===== config.mk =====
export PLATFORM = sky130hd
export DESIGN_NAME = uart_tx_param
export DESIGN_NICKNAME = d
export VERILOG_FILES = /design/src/rtl/uart_tx_param.sv
export SDC_FILE = /design/constraint.sdc
export NUM_CORES = 1
export LEC_CHECK = 0
export CAP_MARGIN = 20
export CELL_PAD_IN_SITES_DETAIL_PLACEMENT = 0
export CELL_PAD_IN_SITES_GLOBAL_PLACEMENT = 2
export CORE_ASPECT_RATIO = 0.8
export CORE_UTILIZATION = 35
export CTS_CLUSTER_DIAMETER = 60
export CTS_CLUSTER_SIZE = 40
export DETAILED_ROUTE_END_ITERATION = 6
export PLACE_DENSITY = 0.86
export SLEW_MARGIN = 20
export SYNTH_ARGS = -nofsm -noshare
export SYNTH_HDL_FRONTEND = slang
export SYNTH_SLANG_ARGS = --single-unit

===== constraint.sdc =====
create_clock -name Clk -period 2.9 [get_ports Clk]
set_clock_uncertainty 0.15 [all_clocks]
set_input_delay 0.58 -clock Clk [delete_from_list [all_inputs] [get_ports Clk]]
set_output_delay 0.58 -clock Clk [all_outputs]
set_load 0.1 [all_outputs]

===== src/rtl/uart_tx_param.sv =====
// RS-232 transmitter: start bit, 5..MAX_BITS data bits LSB first, optional parity,
// and 1 or 2 stop bits, timed by an external oversample tick.
module uart_tx_param #(
    parameter int unsigned OVERSAMPLE = 16,
    parameter int unsigned MAX_BITS   = 8
) (
    input  logic                Clk,
    input  logic                Rst_n,
    input  logic                tick,
    input  logic                TxValid,
    output logic                TxReady,
    input  logic [MAX_BITS-1:0] TxData,
    input  logic [3:0]          nBits,
    input  logic [1:0]          ParityMode,
    input  logic                StopBits,
    output logic                Tx,
    output logic                TxDone,
    output logic                Busy
);

    typedef enum logic [2:0] {
        S_IDLE,
        S_START,
        S_DATA,
        S_PARITY,
        S_STOP
    } state_t;

    state_t              state_q, state_d;
    logic [5:0]          tick_cnt_q, tick_cnt_d;
    logic [3:0]          bit_cnt_q, bit_cnt_d;
    logic [MAX_BITS-1:0] shift_q, shift_d;
    logic [3:0]          nbits_q, nbits_d;
    logic                par_en_q, par_en_d;
    logic                par_bit_q, par_bit_d;
    logic                two_stop_q, two_stop_d;
    logic                tx_q, tx_d;

    logic                accept;
    logic                bit_end;
    logic                done;
    logic [3:0]          nbits_eff;
    logic [MAX_BITS-1:0] data_mask;
    logic [MAX_BITS-1:0] data_masked;

    always_comb begin
        nbits_eff = 4'(MAX_BITS);
        if (nBits >= 4'd5 && nBits <= 4'(MAX_BITS)) begin
            nbits_eff = nBits;
        end
        data_mask = '0;
        for (int unsigned i = 0; i < MAX_BITS; i++) begin
            data_mask[i] = (i < 32'(nbits_eff));
        end
        data_masked = TxData & data_mask;
    end

    assign accept  = TxValid && (state_q == S_IDLE);
    assign bit_end = tick && (state_q != S_IDLE) && (tick_cnt_q == 6'(OVERSAMPLE - 1));

    always_comb begin
        state_d    = state_q;
        tick_cnt_d = tick_cnt_q;
        bit_cnt_d  = bit_cnt_q;
        shift_d    = shift_q;
        nbits_d    = nbits_q;
        par_en_d   = par_en_q;
        par_bit_d  = par_bit_q;
        two_stop_d = two_stop_q;
        tx_d       = tx_q;
        done       = 1'b0;

        // Bit timing restarts on every bit boundary, so it is cleared whenever a bit ends.
        if (state_q != S_IDLE && tick) begin
            tick_cnt_d = bit_end ? '0 : tick_cnt_q + 6'd1;
        end

        case (state_q)
            S_IDLE: begin
                tx_d       = 1'b1;
                tick_cnt_d = '0;
                bit_cnt_d  = '0;
                if (accept) begin
                    shift_d    = data_masked;
                    nbits_d    = nbits_eff;
                    par_en_d   = (ParityMode == 2'b01) || (ParityMode == 2'b10);
                    par_bit_d  = (^data_masked) ^ (ParityMode == 2'b10);
                    two_stop_d = StopBits;
                    tx_d       = 1'b0;
                    state_d    = S_START;
                end
            end
            S_START: begin
                if (bit_end) begin
                    state_d   = S_DATA;
                    tx_d      = shift_q[0];
                    shift_d   = shift_q >> 1;
                    bit_cnt_d = nbits_q;
                end
            end
            S_DATA: begin
                if (bit_end) begin
                    if (bit_cnt_q == 4'd1) begin
                        if (par_en_q) begin
                            state_d   = S_PARITY;
                            tx_d      = par_bit_q;
                            bit_cnt_d = '0;
                        end else begin
                            state_d   = S_STOP;
                            tx_d      = 1'b1;
                            bit_cnt_d = two_stop_q ? 4'd2 : 4'd1;
                        end
                    end else begin
                        tx_d      = shift_q[0];
                        shift_d   = shift_q >> 1;
                        bit_cnt_d = bit_cnt_q - 4'd1;
                    end
                end
            end
            S_PARITY: begin
                if (bit_end) begin
                    state_d   = S_STOP;
                    tx_d      = 1'b1;
                    bit_cnt_d = two_stop_q ? 4'd2 : 4'd1;
                end
            end
            S_STOP: begin
                tx_d = 1'b1;
                if (bit_end) begin
                    if (bit_cnt_q == 4'd1) begin
                        done      = 1'b1;
                        state_d   = S_IDLE;
                        bit_cnt_d = '0;
                    end else begin
                        bit_cnt_d = bit_cnt_q - 4'd1;
                    end
                end
            end
            default: begin
                state_d = S_IDLE;
                tx_d    = 1'b1;
            end
        endcase
    end

    always_ff @(posedge Clk or negedge Rst_n) begin
        if (!Rst_n) begin
            state_q    <= S_IDLE;
            tick_cnt_q <= '0;
            bit_cnt_q  <= '0;
            shift_q    <= '0;
            nbits_q    <= '0;
            par_en_q   <= 1'b0;
            par_bit_q  <= 1'b0;
            two_stop_q <= 1'b0;
            tx_q       <= 1'b1;
        end else begin
            state_q    <= state_d;
            tick_cnt_q <= tick_cnt_d;
            bit_cnt_q  <= bit_cnt_d;
            shift_q    <= shift_d;
            nbits_q    <= nbits_d;
            par_en_q   <= par_en_d;
            par_bit_q  <= par_bit_d;
            two_stop_q <= two_stop_d;
            tx_q       <= tx_d;
        end
    end

    assign Tx      = tx_q;
    assign TxReady = (state_q == S_IDLE);
    assign Busy    = (state_q != S_IDLE);
    assign TxDone  = done;

endmodule


==> flow_summary.json <==
{
  "cap_violations": 0,
  "p_leak_uw": 0.0009953,
  "boundaryPins": 23,
  "drt-total-wl_microns": 3934,
  "dr.pass1.iters": 4,
  "worstPathRequired_ps": 2170,
  "crit_path_start_kind": "input port",
  "grt_setup_unrepaired": "no",
  "crit_path_end_kind": "output port",
  "syn-instance-count": 190,
  "internal-power_uw": 1288,
  "via_per_inst": 5.284,
  "worstPathArrival_ps": 1990,
  "post_cts_buffers": 0,
  "p_clk_share_pct": 16.5,
  "fin_setup_tns_ps": 0,
  "wl_per_cell_microns": 13.95,
  "synth_area_sq_um": 1904,
  "pwr-share-comb_pct": 53.6,
  "core-area_sq_um": 5122,
  "die_h_microns": 67.98,
  "synth_cell_type_count": 56,
  "first_global_vias": 1358,
  "path_max_fanout": 3,
  "rows": 23,
  "htreeDepth": 2,
  "antenna_found_initial": 0,
  "outcome": "finished, final reports clean",
  "grt_first_pass_wirelength_microns": 6782,
  "p_switching_uw": 950.1,
  "gr-total-overflow": 0,
  "ir_drop_v": 0.0004462,
  "setup_violations": 0,
  "power-per-cell-area_nw_per_um2": 960.3,
  "dieArea_sq_um": 5742,
  "multiInputGateArea_sq_um": 1076,
  "dp.cells": 274,
  "cts_buffer_depth": 2,
  "final_common_cell": "dfrtp_1",
  "n_antenna_cell": 0,
  "synth.avg_cell_area_sq_um": 10.02,
  "post_cts_resized": 0,
  "gp_congestion": 0.7369,
  "p_total_uw": 2239,
  "dp_slack_ps": 173.1,
  "slew_headroom_pct": 62.94,
  "tritoncts": "yes",
  "clock_sinks": 29,
  "port_buffers": 22,
  "drv_slew": 0,
  "grt_usage_pct": 15.40,
  "critPathKind": "in2out",
  "clock_latency_ps": 280,
  "hpwl_microns": 2848,
  "clk_pin_slew_ps": 60,
  "final_layout_size_suffix_gt1_share_pct": 21.82,
  "clockRootBuffer": "clkbuf_8",
  "drcViolationCount": 0,
  "hold_buffers": 0,
  "final_util_pct": 45.51,
  "netSwitchingFraction_pct": 42.44,
  "post-route-period-util_pct": 93.86,
  "drt_iter0_markers": 75,
  "tightest_slew_ps": 551.7,
  "syn2layout_area_growth_pct": 22.40,
  "cts_buffers": 5,
  "vias": 1490,
  "n_fill_cell": 501,
  "final-hold-violation-count": 0,
  "final_cells": 282,
  "synthArstFlopShare_pct": 100.0,
  "syn_nets": 213,
  "power_frac_seq_pct": 29.9,
  "fmax_ghz": 0.3674,
  "worst_slack_ps": 177.9,
  "ys_seq_area_share_pct": 38.17,
  "ant_nets": 0,
  "ys.flop_type": "dfrtp_1",
  "synth_edf_count": 0,
  "grt_max_degree": 30,
  "mostFrequentLayoutCells": "dfrtp_1 (28), clkdlybuf4s50_1 (18), nor2_1 (15), nand2_1 (14)",
  "synth-warning-count": 0,
  "seq_area_sq_um": 726.9,
  "nNetsFinal": 242,
  "hp-class": "reg2reg",
  "fp.dieW_microns": 84.47,
  "synth_seq_cells": 29,
  "finalCriticalPeriod_ps": 2722,
  "start_util_pct": 37.18
}
==> critical path, cell delays in order <==
cell,delay (ps)
clkdlybuf4s50_1,500
nand4_2,200
nor3_4,180
nand3_1,160
nor3_4,180
buf_12,200
==> power groups by stage <==
stage          logic [uW]  registers, uW  clock network (uW)
3_3_place_gp         1200            674                   0
2_1_floorplan         949            672                   0
4_1_cts              1210            670                 385
6_report             1200            669                 370
3_5_place_dp         1210            674                   0
5_1_grt              1300            692                 394
==> logic make-up (layout without fill, tap and decap cells) <==
logic type      count (synthesis)  in the layout  synth area share [%]
simple gates                   67             67                 20.50
fa+ha+maj                       4              4                 2.628
xor+xnor                       11             11                 5.059
compound gates                 43             43                 16.23
flops                          29             29                 38.17
mux                            17             17                 11.50
buf+inv                        19             49                 5.913
==> cell usage after synthesis, drive strengths merged, types with 2 or more instances <==
| library cell | n | share of area [%] |
|---|---|---|
| nor2 | 15 | 3.0 |
| xnor2 | 7 | 3.2 |
| nor2b | 2 | 0.66 |
| nand3b | 2 | 0.79 |
| o2bb2ai | 2 | 0.92 |
| nand2 | 15 | 3.1 |
| mux2i | 2 | 1.1 |
| inv | 13 | 3.0 |
| o21ai | 14 | 3.7 |
| and3 | 2 | 0.66 |
| ha | 4 | 2.6 |
| buf | 4 | 2.4 |
| or2b | 2 | 0.79 |
| nand2b | 5 | 1.6 |
| mux2 | 15 | 10 |
| clkbuf | 2 | 0.59 |
| xor2 | 4 | 1.8 |
| and4 | 2 | 1.2 |
| a21oi | 8 | 2.5 |
| nor3 | 7 | 2.4 |
| nand4 | 4 | 1.6 |
| nand3 | 4 | 1.1 |
| dfrtp | 28 | 37 |
| a32oi | 3 | 1.4 |
==> path summary, 6_finish.rpt <==
check | start | to | slack [ps] | cells past startpoint
setup reg to reg | state_q[0] | state_q[2] | 610 | 5
hold / removal | par_bit_q | par_bit_q | 340 | 2
min in group asynchronous | Rst_n | bit_cnt_q[1] | 540 | 2
setup / recovery | tick | TxDone | 180 | 6
max in group asynchronous | Rst_n | Tx | 1740 | 2
hold reg to reg | par_bit_q | par_bit_q | 340 | 2
==> area by class of cell <==
type,instances,share of cell area (%)
inverters,13,2.415
flip-flops and latches,29,31.19
clock inverters,1,0.2147
multi-input cells,142,46.16
clock buffers,7,4.133
repair buffers,28,12.56
well taps,62,3.328
==> per-stage QoR <==
| stage | cell area, sq um | hold WS, ps |
|---|---|---|
| after global placement | 2230 | 324.1 |
| after floorplan | 1916 | 134.4 |
| after detailed placement | 2230 | 323.2 |
| after CTS | 2331 | 338.9 |
| final | 2331 | 338.2 |
| after global routing | 2331 | 363.6 |
==> routing by layer <==
| metal | track usage, % | vias to the layer above | wire length (microns) |
|---|---|---|---|
| met2 | 22.54 | 28 | 1570 |
| met5 | 0 | - | 0 |
| met1 | 22.29 | 711 | 2121 |
| met4 | 5.085 | 0 | 43 |
| li1 | - | 746 | - |
| met3 | 3.739 | 5 | 198 |
==> registers in the layout (all words and copies together) (netlist names) <==
| name | count |
|---|---|
| Tx | 1 |
| bit_cnt_q | 4 |
| nbits_q | 4 |
| par_bit_q | 1 |
| par_en_q | 1 |
| shift_q | 8 |
| state_q | 3 |
| tick_cnt_q | 6 |
| two_stop_q | 1 |
(Power assumes the default switching activity.)
